<file path="config.mk">
export PLATFORM = sky130hd
export DESIGN_NAME = io_display_driver
export DESIGN_NICKNAME = d
export VERILOG_FILES = /design/src/rtl/display_defs_pkg.sv /design/src/rtl/bcd_dabble_unit.sv /design/src/rtl/io_display_driver.sv
export SDC_FILE = /design/constraint.sdc
export NUM_CORES = 1
export LEC_CHECK = 0
export BUFFER_PORTS_ARGS = -buffer_cell sky130_fd_sc_hd__buf_2
export CAP_MARGIN = 20
export CORE_MARGIN = 2
export CORE_UTILIZATION = 29
export CTS_CLUSTER_DIAMETER = 40
export DETAILED_ROUTE_END_ITERATION = 8
export GPL_TIMING_DRIVEN = 1
export PLACE_DENSITY = 0.52
export SLEW_MARGIN = 10
export SYNTH_ARGS = -nofsm -noshare
export SYNTH_HDL_FRONTEND = slang
export SYNTH_HIERARCHICAL = 1
export SYNTH_SLANG_ARGS = --single-unit
</file>
<file path="constraint.sdc">
create_clock -name clock -period 3.11 [get_ports clock]
set_input_delay 0.1555 -clock clock [delete_from_list [all_inputs] [get_ports clock]]
set_output_delay 0.1555 -clock clock [all_outputs]
set_load 0.05 [all_outputs]
</file>
<file path="src/rtl/display_defs_pkg.sv">
// Shared definitions for the I/O seven-segment display driver:
// segment codes, digit table, channel FSM encodings and the digit-pair payload.
package display_defs;

  localparam int unsigned SEG_W  = 7;
  localparam int unsigned NUM_CH = 3;
  localparam int unsigned CH_W   = 2;

  localparam logic [SEG_W-1:0] SEG_BLANK = 7'h7F;
  localparam logic [SEG_W-1:0] SEG_DASH  = 7'h3F;

  localparam logic [1:0] ST_LOAD  = 2'd0;
  localparam logic [1:0] ST_SHIFT = 2'd1;
  localparam logic [1:0] ST_STORE = 2'd2;

  typedef struct packed {
    logic [SEG_W-1:0] tens;
    logic [SEG_W-1:0] ones;
  } seg_pair_t;

  // Active-low {g,f,e,d,c,b,a}; non-decimal nibbles show blank.
  function automatic logic [SEG_W-1:0] seg_decode(input logic [3:0] digit);
    case (digit)
      4'd0:    seg_decode = 7'h40;
      4'd1:    seg_decode = 7'h79;
      4'd2:    seg_decode = 7'h24;
      4'd3:    seg_decode = 7'h30;
      4'd4:    seg_decode = 7'h19;
      4'd5:    seg_decode = 7'h12;
      4'd6:    seg_decode = 7'h02;
      4'd7:    seg_decode = 7'h78;
      4'd8:    seg_decode = 7'h00;
      4'd9:    seg_decode = 7'h10;
      default: seg_decode = SEG_BLANK;
    endcase
  endfunction

endpackage

</file>
<file path="src/rtl/bcd_dabble_unit.sv">
// Sequential double-dabble converter: one add-3/shift step per cycle,
// BIN_W steps after start, digits valid while done is high.
module bcd_dabble_unit #(
  parameter int unsigned BIN_W  = 7,
  parameter int unsigned DIGITS = 2
) (
  input  logic                  clock,
  input  logic                  reset,
  input  logic                  start,
  input  logic [BIN_W-1:0]      bin,
  output logic [4*DIGITS-1:0]   digits,
  output logic                  last_c,
  output logic                  done
);

  localparam int unsigned BCD_W = 4 * DIGITS;
  localparam int unsigned SR_W  = BCD_W + BIN_W;
  localparam int unsigned CNT_W = $clog2(BIN_W + 1);

  logic [SR_W-1:0]  sr_q;
  logic [SR_W-1:0]  sr_adj_c;
  logic [CNT_W-1:0] cnt_q;
  logic             busy_q;

  // Add-3 correction on every BCD nibble that would overflow on the next shift.
  always_comb begin
    sr_adj_c = sr_q;
    for (int i = 0; i < int'(DIGITS); i++) begin
      if (sr_q[BIN_W + 4*i +: 4] >= 4'd5)
        sr_adj_c[BIN_W + 4*i +: 4] = sr_q[BIN_W + 4*i +: 4] + 4'd3;
    end
  end

  assign last_c = busy_q && (cnt_q == CNT_W'(BIN_W - 1));
  assign digits = sr_q[SR_W-1 -: BCD_W];

  always_ff @(posedge clock) begin
    if (reset) begin
      sr_q   <= '0;
      cnt_q  <= '0;
      busy_q <= 1'b0;
      done   <= 1'b0;
    end else begin
      done <= 1'b0;
      if (start) begin
        sr_q   <= {BCD_W'(0), bin};
        cnt_q  <= '0;
        busy_q <= 1'b1;
      end else if (busy_q) begin
        sr_q  <= {sr_adj_c[SR_W-2:0], 1'b0};
        cnt_q <= cnt_q + CNT_W'(1);
        if (last_c) begin
          busy_q <= 1'b0;
          done   <= 1'b1;
        end
      end
    end
  end

endmodule

</file>
<file path="src/rtl/io_display_driver.sv">
// Round-robin display driver: converts each of three output ports to two
// decimal digits with a shared double-dabble unit and drives six HEX displays.
module io_display_driver
  import display_defs::*;
#(
  parameter int unsigned BIN_W  = 7,
  parameter int unsigned DIGITS = 2,
  parameter int unsigned LIMIT  = 99
) (
  input  logic              clock,
  input  logic              reset,
  input  logic [31:0]       out_port0,
  input  logic [31:0]       out_port1,
  input  logic [31:0]       out_port2,
  output logic [SEG_W-1:0]  hex0,
  output logic [SEG_W-1:0]  hex1,
  output logic [SEG_W-1:0]  hex2,
  output logic [SEG_W-1:0]  hex3,
  output logic [SEG_W-1:0]  hex4,
  output logic [SEG_W-1:0]  hex5,
  output logic              frame_done
);

  logic [1:0]          state_q;
  logic [1:0]          state_d;
  logic [CH_W-1:0]     ch_q;
  logic [CH_W-1:0]     ch_d;
  logic                ovf_q;
  logic                start_c;
  logic                store_c;
  logic [31:0]         port_sel_c;
  logic [4*DIGITS-1:0] dab_digits;
  logic                dab_last_c;
  logic                dab_done;
  seg_pair_t           pair_c;

  always_comb begin
    case (ch_q)
      CH_W'(0): port_sel_c = out_port0;
      CH_W'(1): port_sel_c = out_port1;
      default:  port_sel_c = out_port2;
    endcase
  end

  bcd_dabble_unit #(
    .BIN_W  (BIN_W),
    .DIGITS (DIGITS)
  ) u_dabble (
    .clock  (clock),
    .reset  (reset),
    .start  (start_c),
    .bin    (port_sel_c[BIN_W-1:0]),
    .digits (dab_digits),
    .last_c (dab_last_c),
    .done   (dab_done)
  );

  // Channel FSM next-state logic.
  always_comb begin
    state_d = state_q;
    ch_d    = ch_q;
    start_c = 1'b0;
    store_c = 1'b0;
    case (state_q)
      ST_LOAD: begin
        start_c = 1'b1;
        state_d = ST_SHIFT;
      end
      ST_SHIFT: begin
        if (dab_last_c) state_d = ST_STORE;
      end
      ST_STORE: begin
        store_c = 1'b1;
        ch_d    = (ch_q == CH_W'(NUM_CH - 1)) ? '0 : ch_q + CH_W'(1);
        state_d = ST_LOAD;
      end
      default: state_d = ST_LOAD;
    endcase
  end

  // Overflow is judged on the full unsigned port value, not the converted bits.
  always_ff @(posedge clock) begin
    if (reset) begin
      state_q <= ST_LOAD;
      ch_q    <= '0;
      ovf_q   <= 1'b0;
    end else begin
      state_q <= state_d;
      ch_q    <= ch_d;
      if (start_c) ovf_q <= (port_sel_c > 32'(LIMIT));
    end
  end

  always_comb begin
    pair_c.tens = seg_decode(dab_digits[7:4]);
    pair_c.ones = seg_decode(dab_digits[3:0]);
    if (ovf_q) begin
      pair_c.tens = SEG_DASH;
      pair_c.ones = SEG_DASH;
    end
  end

  // Output registers: each pair holds until its channel's next store.
  always_ff @(posedge clock) begin
    if (reset) begin
      hex0       <= SEG_BLANK;
      hex1       <= SEG_BLANK;
      hex2       <= SEG_BLANK;
      hex3       <= SEG_BLANK;
      hex4       <= SEG_BLANK;
      hex5       <= SEG_BLANK;
      frame_done <= 1'b0;
    end else begin
      frame_done <= store_c && (ch_q == CH_W'(NUM_CH - 1));
      if (store_c && dab_done) begin
        case (ch_q)
          CH_W'(0): begin
            hex5 <= pair_c.tens;
            hex4 <= pair_c.ones;
          end
          CH_W'(1): begin
            hex3 <= pair_c.tens;
            hex2 <= pair_c.ones;
          end
          default: begin
            hex1 <= pair_c.tens;
            hex0 <= pair_c.ones;
          end
        endcase
      end
    end
  end

endmodule
</file>
Yosys cells after proc, flatten, opt, wreduce, memory -nomap -nowiden

Memories as Yosys holds them, arrays and structs flattened. A register that Yosys moved wholly into a read port is not among the register bits.
Cells that the tools add are included.

Input bits: 98
ROM bits: 224
Output and inout port bits: 43
Word-level logic and storage cells: 63
Bits in registers: 68
Memories kept: 2

Memory list:

| memory           | depth | width | rd ports | clocked after memory_dff | write ports | RTL line               | source |
|---|---|---|---|---|---|---|---|
| (name not given) | 16    | 7     | 1        | 1                        | 0           | display_defs_pkg.sv:23 | `case (digit)` |
| (name not given) | 16    | 7     | 1        | 1                        | 0           | display_defs_pkg.sv:23 |  |

Order comparisons: 3
Reductions and logical operators: 12
Eq/ne operators: 6
Multiplexer cells: 19
$add $sub $neg: 4
Bitwise operators: 2

Operators by type and width:

| cell                | count |
|---|---|
| $pmux 32 s2         | 1 |
| $gt 32x7->1 const B | 1 |
| $mux 4              | 5 |
| $mux 14             | 1 |
| $mux 7              | 2 |
| $ge 4x3->1 const B  | 2 |
| $mux 1              | 6 |
| $reduce_and 2->1    | 3 |
| $add 4x2->4 const B | 1 |
| $eq 2x1->1 const B  | 2 |
| $eq 2x2->1 const B  | 2 |
| $logic_not 2->1     | 2 |
| $mux 2              | 2 |
| $pmux 2 s2          | 1 |
| $reduce_or 2->1     | 2 |
| $add 3x1->3 const B | 1 |
| $add 3x2->3 const B | 1 |
| $eq 3x3->1 const B  | 1 |
| $logic_and 1x1->1   | 3 |
| $mux 3              | 1 |
| $reduce_or 3->1     | 1 |
| $add 2x1->2 const B | 1 |
| $ne 2x2->1 const B  | 1 |
| $not 1->1           | 2 |
| $reduce_bool 2->1   | 1 |

Depth between registers and ports, before layout

Gate-level depths: netlist of the first run.

Word-level depth: 5
Depth in mapped cells: 6
Gate-level depth less buffers: 6

Hierarchy

The synthesis of the first run kept the hierarchy.

By module, submodules not included:

| module            | cells an instance | instances | area an instance (um^2) | sequential area each (um^2) |
|---|---|---|---|---|
| io_display_driver | 299               | 1         | 2466.1                  | 960.9 |
| bcd_dabble_unit   | 115               | 1         | 1053.5                  | 400.4 |

Worst setup path after synthesis of the first run

No wires, ideal clock.

Path kind: register to register
Start point: register u_dabble.sr_q[8]
End point: register u_dabble.sr_q[11]
Library setup time: 0.074 ns
Cell stages (with the launch flop): 6
Clock period less this slack: 1.495 ns
Arrival time: 1.421 ns
Slack: 1.615 ns
Cell sequence: dfxtp_1 > inv_1 > ha_1 > nor2b_1 > or4_1 > a31oi_1

Cells in the longest elaborated chain, start to end: 2
Elaborated cells on any way between the ends: 3

Ends and longest elaborated chain:

| element                                   | RTL line                                     | source |
|---|---|---|
| start, declared                           | bcd_dabble_unit.sv:20                        | `logic [SR_W-1:0] sr_q;` |
| start signal, assigned                    | bcd_dabble_unit.sv:46                        | `sr_q <= {BCD_W'(0), bin};` |
| start signal, assigned                    | bcd_dabble_unit.sv:50                        | `sr_q <= {sr_adj_c[SR_W-2:0], 1'b0};` |
| $add 4x2->4 or $ge 4x3->1 (tied branches) | bcd_dabble_unit.sv:30, bcd_dabble_unit.sv:29 |  |
| $mux 4 *                                  | bcd_dabble_unit.sv:29                        | `if (sr_q[BIN_W + 4*i +: 4] >= 4'd5)` |

Every way passes the cells marked *; elsewhere a longest branch is shown, timed or not.
A chain may end at the register's enable or synchronous reset.

Worst setup path after layout of the first run

Start point: register ch_q[0]
End point: register hex2[1]

Cells in the longest elaborated chain, start to end: 2

Ends and longest elaborated chain:

| element                    | RTL line                 | source |
|---|---|---|
| start, declared            | io_display_driver.sv:26  | `logic [CH_W-1:0] ch_q;` |
| start signal, assigned     | io_display_driver.sv:89  | `ch_q <= ch_d;` |
| $eq 2x1->1                 | io_display_driver.sv:116 | `case (ch_q)` |
| $reduce_and 2->1 (no line) | -                        |  |
| end signal, assigned       | io_display_driver.sv:123 | `hex2 <= pair_c.ones;` |
| end, declared              | io_display_driver.sv:17  | `output logic [SEG_W-1:0] hex2,` |

No other way between the ends.

==> summary.md, run 1 <==
| Metric | Value |
|---|---|
| Status | `finished, final reports clean` |
| Critical path endpoint category | `register` |
| Synthesized area | `~3500 um2` |
| Clock Latency Late Sink | `0.33 ns` |
| Net Count, Synth | `528` |
| Pwr Total | `2090 uW` |
| Full die area | `13,000 um2` |
| Period utilization | `a little over three fifths` |
| Fraction of layout cells with a size suffix above 1 | `31.2%` |
| Final std cells w/o fill | `695` |
| Iter 0 DRT Violations | `196` |
| CP Depth | `2` |
| Max-cap violations | `0` |
| Utilization after layout | `38.5%` |
| Ports | `around 140` |
| Filler instances | `1,230` |
| Vias | `3,409` |
| RSZ-0062 raised after global routing | `false` |
| Crit Path Max Fanout | `28` |
| CP delay by family, top | `flip-flops` |
| Ys Warns | `6` |
| Post-Syn Instances | `414` |
| Post-CTS sizing | `0` |
| Setup Skew | `0.00334 ns` |
| Worst Max-Slew Pin Slew | `0.691 ns` |
| CTS tree | `built` |
| Final Hold Vio Count | `0` |
| Sink Count | `slightly below 70` |
| Largest stage delay, worst path | `0.76 ns` |
| Routed vias/inst | `slightly below 5` |
| Core box area | `11,900 um2` |
| Clk pin slew, worst setup/hold paths | `0.06 ns` |
| Setup CP Type | `register to register` |
| Routed Wire Length | `9000 um` |
| Global routing's busiest layer | `met2` |
| Largest net degree at the start of global routing | `43` |
| Hold crit path type | `input port to register` |
| Area growth syn-to-layout | `30.3%` |
| Final worst path period need | `around 2 ns` |
| EDFF count, synth | `0` |
| Routability Congestion | `approximately 0.73` |
| First-pass GRT wire length | `approximately 14,000 um` |
| Reg2reg setup slack | `1.15 ns` |
| Starting Density | `29.5%` |
| Total track usage | `about an eighth` |
| Initial DRT Pass Iterations | `4` |
| FP Rows | `40` |
| DR DRC count | `0` |
| Die Y | `114 um` |
| Arrival time at the worst endpoint | `2.19 ns` |
| Maximum vdd drop | `about 0.26 mV` |
| Seq/Total Area, Yosys | `38.7%` |
| DP HPWL | `6870 um` |
| Flops & latches, synth | `68` |
| CP Buf/Inv Count | `0` |
| Num CTS Buffers | `9` |
| Crit. Startpoint | `ch_q[0]` |
| Netlist cell types | `49` |
| CTS H-tree depth | `3` |
| Initial antenna violation count | `0` |
| CTS Buffer Depth | `2` |
| Asr flop ratio synth | `0%` |
| WP data required | `3.34 ns` |
| Die width | `~110 um` |
| Fin nets | `657` |
| GRT Residual Overflow | `0` |
| Ant diodes | `0` |
| R2r startpoint | `ch_q[0]` |
| Syn Area/Cell | `8.50 um2` |
| Met2 Use GR | `20.3%` |
| Setup TNS | `0 ns` |
| PortBufs | `140` |
| R2r worst-path depth | `2` |
| Prevailing post-synth register cell | `dfxtp_1` |
| Hold Buf Count CTS | `0` |
| Slowest-stage cell, CP | `dfxtp_1` |
| Slew Limit Fails | `0` |
| Vias in the first global route | `2,960` |
| F_max | `511 MHz` |
| Reg-to-Reg End | `hex2[1]` |
| Inst Count DP | `approximately 680` |
| Post-CTS Setup Repair Bufs | `0` |
| Grt met1 use | `approximately a fifth` |
| Crit path launch type | `register` |
| Worst setup path end | `hex2[1]` |
| Wire per inst | `12.9 um` |
| Grt met3 use | `3.12%` |
| Final ANT Viol Nets | `0` |
| Final Setup Violations | `0` |
| Max-slew headroom | `53.9%` |
| CP cell instances | `nand4_2 -> o211ai_1` |
| Root Buffer | `clkbuf_16` |
| Power Density | `455 nW/um2` |
| Pleak | `roughly 0.0021 uW` |
-- per-stage QoR --
step	hold slack [ns]	worst slack [ns]	instance area, um2
after floorplan	0.346	1.61	3520
after global placement	0.463	1.26	4290
after detailed placement	0.466	1.15	4290
after CTS	0.190	1.14	4590
after global routing	0.215	0.888	4590
final	0.186	1.15	4590
-- report_power, final --
group	switching [uW]	internal (uW)	total, uW
sequential	18.2	883	901
combinational	86.9	86.3	173
clock	391	624	1010
total	496	1590	2090
-- Yosys cell counts (2+ instances only) --
cell type	n	share of area [%]
nand2b_1	13	2.3
o21ai_0	4	0.57
nand4_1	4	0.71
nor2b_1	8	1.4
buf_6	3	0.96
nand3b_1	2	0.43
or4_1	2	0.43
or3_1	3	0.53
nor2_1	30	3.2
nand3_1	6	0.85
a31oi_1	2	0.36
nand2_1	66	7.0
a21o_1	4	0.85
dfxtp_1	68	39
o21ba_1	2	0.57
o21ai_1	8	1.1
a21oi_1	22	3.1
nor4_1	15	2.7
a211oi_1	2	0.43
o211ai_1	48	10
mux2_2	6	1.9
and3_1	2	0.36
a211o_1	2	0.50
a2111o_1	3	0.96
nand3_2	2	0.57
inv_1	12	1.3
buf_4	2	0.43
ha_1	16	5.7
mux2i_1	17	4.8
clkbuf_1	7	0.75
nor3_1	3	0.43
buf_2	13	1.8
-- logic make-up (layout without fill, tap and decap cells) --
kind of cell | Yosys count | after routing | share of synthesized area (%)
AOI/OAI and AO/OA | 102 | 102 | 19.9
xor gates and xnor gates | 2 | 2 | 0.498
adders and majority gates | 16 | 16 | 5.69
and+or+nand+nor | 164 | 164 | 23.0
DFF | 68 | 68 | 38.7
muxes | 23 | 23 | 6.75
buffers and inverters | 39 | 173 | 5.47
-- final cells by class --
type,instances,area [um2],area share (%)
multi-input cells,307,1970,42.9
clock buffers,9,225,4.91
flip-flops and latches,68,1360,29.7
repair buffers,143,723,15.8
inverters,14,52.6,1.15
well taps,147,184,4.01
clock inverters,7,75.1,1.64
-- layer usage --
metal	routed length (um)	share of wire (%)
met1	4500	50
met2	4120	46
met3	308	3.4
met4	64	0.71
met5	0	0
-- state kept, by name, indices dropped and copies added (netlist names) --
signal,flops
ch_q,2
hex4,7
hex5,7
hex3,7
u_dabble/busy_q,1
u_dabble/done,1
hex2,7
hex0,7
ovf_q,1
hex1,7
state_q,2
u_dabble/sr_q,15
frame_done,1
u_dabble/cnt_q,3
-- how the worst min path moves through the flow --
stage	start	endpoint	slack, ns	cells after the start
detailed placement	hex3[3]	hex3[3]	0.47	2
global route	reset	u_dabble/busy_q	0.22	2
CTS	out_port2[1]	u_dabble/sr_q[1]	0.19	5
floorplan	reset	u_dabble/busy_q	0.35	2
finish	out_port2[1]	u_dabble/sr_q[1]	0.19	5
global placement	hex5[3]	hex5[3]	0.46	2
-- cells in the final DEF (no fill, tap or decap), types with 4 or more instances in the layout --
cell type / count
buf_2: 140
inv_1: 12
nand2b_1: 13
nor4_1: 15
mux2i_1: 17
a21oi_1: 22
nor2_1: 30
mux2_2: 6
o21ai_0: 4
clkbuf_16: 9
ha_1: 16
nand3_1: 6
nand4_1: 4
a21o_1: 4
nor2b_1: 8
nand2_1: 66
o211ai_1: 48
dfxtp_1: 68
o21ai_1: 8
-- worst min-delay path, stage by stage --
cell	delay (ns)
buf_2	0.07
nand2_1	0.04
o21ai_1	0.06
mux2i_1	0.07
nor2_1	0.07
Note: power is estimated with default switching activity, not from simulation.
==> inputs of run 2 (changes only) <==
--- a/config.mk
+++ b/config.mk
@@ -12,7 +12,7 @@
 export CTS_CLUSTER_DIAMETER = 40
 export DETAILED_ROUTE_END_ITERATION = 8
 export GPL_TIMING_DRIVEN = 1
-export PLACE_DENSITY = 0.52
+export PLACE_DENSITY = 0.54
 export SLEW_MARGIN = 10
 export SYNTH_ARGS = -nofsm -noshare
 export SYNTH_HDL_FRONTEND = slang
==> constraint.sdc (replaced) <==
create_clock -name clock -period 1.7 [get_ports clock]
set_input_delay 0.085 -clock clock [delete_from_list [all_inputs] [get_ports clock]]
set_output_delay 0.085 -clock clock [all_outputs]
set_load 0.05 [all_outputs]
==> run 2 against run 1 <==
Net effect:
- setup slack worse by 1.0 ns
- fmax rose by 26%
- global-route usage grew 0.52 points
- sequential cell count is the same
==> summary.md, run 2 (same netlist as run 1, synthesis figures left out) <==
| Metric | Value |
|---|---|
| Routability Congestion | `0.771 (+6.1%)` |
| Setup Skew | `0.00242 ns (-0.000922 ns)` |
| Area growth syn-to-layout | `33.4%` |
| Pleak | `0.00215 uW (+2.9%)` |
| WP data required | `1.95 ns (-1.39 ns)` |
| Initial DRT Pass Iterations | `4 (unchanged)` |
| Status | `finished, final reports clean` |
| Setup CP Type | `register to register` |
| First-pass GRT wire length | `14,700 um (+4.4%)` |
| Hold Buf Count CTS | `0 (unchanged)` |
| Sink Count | `68 (unchanged)` |
| Total track usage | `13.8% (+0.52 points)` |
| Max-cap violations | `0 (unchanged)` |
| Largest net degree at the start of global routing | `43 (unchanged)` |
| Final worst path period need | `1.55 ns (-0.404 ns)` |
| Root Buffer | `clkbuf_16` |
| Finished layout cell area | `4690 um2 (+2.3%)` |
| Routed Wire Length | `9230 um (+2.6%)` |
| Fin nets | `670 (+2.0%)` |
| Die width | `114 um (unchanged)` |
| Initial antenna violation count | `0 (unchanged)` |
| Slew Limit Fails | `0 (unchanged)` |
| Biggest register | `u_dabble/sr_q` |
| Starting Density | `29.5% (unchanged)` |
| Worst Max-Slew Pin Slew | `0.465 ns (-0.226 ns)` |
| Vias | `3,458 (+1.4%)` |
| RSZ-0062 raised after global routing | `false` |
| PortBufs | `140 (unchanged)` |
| F_max | `645 MHz (+26%)` |
| Final Setup Violations | `0 (unchanged)` |
| Fraction of layout cells with a size suffix above 1 | `33.2% (+2.0 points)` |
| Maximum vdd drop | `0.356 mV (+36%)` |
| Arrival time at the worst endpoint | `1.80 ns (-0.39 ns)` |
| Post-CTS Setup Repair Bufs | `0 (unchanged)` |
| Setup TNS | `0 ns (unchanged)` |
| Vias in the first global route | `3,059 (+3.3%)` |
| Max FFs per register | `15 (unchanged)` |
| Commonest non-fill, non-tap cell in the layout | `buf_2` |
| Crit path launch type | `register` |
| Hold crit path type | `input port to register` |
| Period utilization | `91.2% (+28 points)` |
| CTS H-tree depth | `3 (unchanged)` |
| Wire per inst | `13.1 um (+0.82%)` |
| Full die area | `13,000 um2 (unchanged)` |
| Ant diodes | `0 (unchanged)` |
| Routed vias/inst | `4.89 (-0.28%)` |
| Die Y | `114 um (unchanged)` |
| Placed Instance Area | `4400 um2 (+2.6%)` |
| Ports | `141 (unchanged)` |
| Num CTS Buffers | `9 (unchanged)` |
| FP Rows | `40 (unchanged)` |
| Iter 0 DRT Violations | `185 (-5.6%)` |
| Clk pin slew, worst setup/hold paths | `0.05 ns (about the same)` |
| DP HPWL | `7030 um (+2.4%)` |
| Final Hold Vio Count | `0 (unchanged)` |
| GRT Residual Overflow | `0 (unchanged)` |
| Fin Hold WS | `0.0938 ns (-0.0925 ns)` |
| CTS tree | `built` |
| Critical path endpoint category | `register` |
| Clock Latency Late Sink | `0.33 ns (about the same)` |
| Max-slew headroom | `68.9% (+15 points)` |
| Utilization after layout | `39.4% (+0.90 points)` |
| Most frequent cells in the layout | `140 x buf_2, 66 x nand2_1, 64 x dfxtp_1` |
| Core box area | `11,900 um2 (unchanged)` |
| DR DRC count | `0 (unchanged)` |
| CTS Buffer Depth | `2 (unchanged)` |
| Power Density | `810 nW/um2 (+78%)` |
| Crit Path Max Fanout | `10 (-64%)` |
| Final ANT Viol Nets | `0 (unchanged)` |
## run 2: cell count changes in the layout (fill, tap and decap cells not counted)
cell,previous run,this run
buf_12,0,1
clkinv_2,2,1
clkinv_4,3,0
buf_4,3,15
inv_6,1,0
dfxtp_2,0,4
clkbuf_1,0,1
clkinvlp_4,0,2
dfxtp_1,68,64
clkbuf_8,0,1
## run 2: repair_timing
item / CTS / global route
resized for setup: 0 / 4
setup endpoints to repair: 0 / 23
endpoints found under the hold margin: 0 / 0
## run 2: worst max-delay path: stages (launching register included)
cell	delay, ns
dfxtp_2	0.43
inv_1	0.10
ha_1	0.24
nor2b_1	0.15
or4_1	0.39
a31oi_1	0.15
## run 2: routing by layer
metal | vias up | track usage, % | wire, um
li1 | 1777 | - | -
met1 | 1609 | 19.4 | 4400
met2 | 62 | 21.0 | 4310
met3 | 10 | 3.81 | 415
met4 | 0 | 3.50 | 112
met5 | - | 0 | 0
## run 2: final timing paths
| kind | startpoint | endpoint | slack [ns] | cells after the start |
|---|---|---|---|---|
| worst max register to register | u_dabble/sr_q[8] | u_dabble/sr_q[11] | 0.15 | 5 |
| worst min register to register | hex5[0] | hex5[0] | 0.47 | 2 |
| worst max-delay path | u_dabble/sr_q[8] | u_dabble/sr_q[11] | 0.15 | 5 |
| worst min-delay path | reset | u_dabble/sr_q[1] | 0.09 | 2 |
## run 2: per-stage QoR
stage / std cells / total power (uW) / setup slack [ns]
2_1_floorplan: 414 / 1850 / 0.205
3_3_place_gp: 692 / 2000 / 0.102
3_5_place_dp: 692 / 2010 / 0.0382
4_1_cts: 707 / 3860 / 0.0238
5_1_grt: 707 / 3970 / 0.00612
6_report: 707 / 3800 / 0.149
## run 2: power by group
| group | switching, uW | leakage [uW] | internal [uW] |
|---|---|---|---|
| Sequential | 18.9 | 0.000554 | 1620 |
| Combinational | 174 | 0.00145 | 166 |
| Clock | 663 | 0.000138 | 1160 |
| Total | 855 | 0.00215 | 2950 |
## run 2: cell type report
type                            count  area (um2)
Fill cell                        1219        7220
Multi-Input combinational cell    307        1970
Sequential cell                    68        1370
Timing Repair Buffer              156         833
Clock buffer                       11         243
Tap cell                          147         184
Inverter                           14        52.6
Clock inverter                      4        50.0
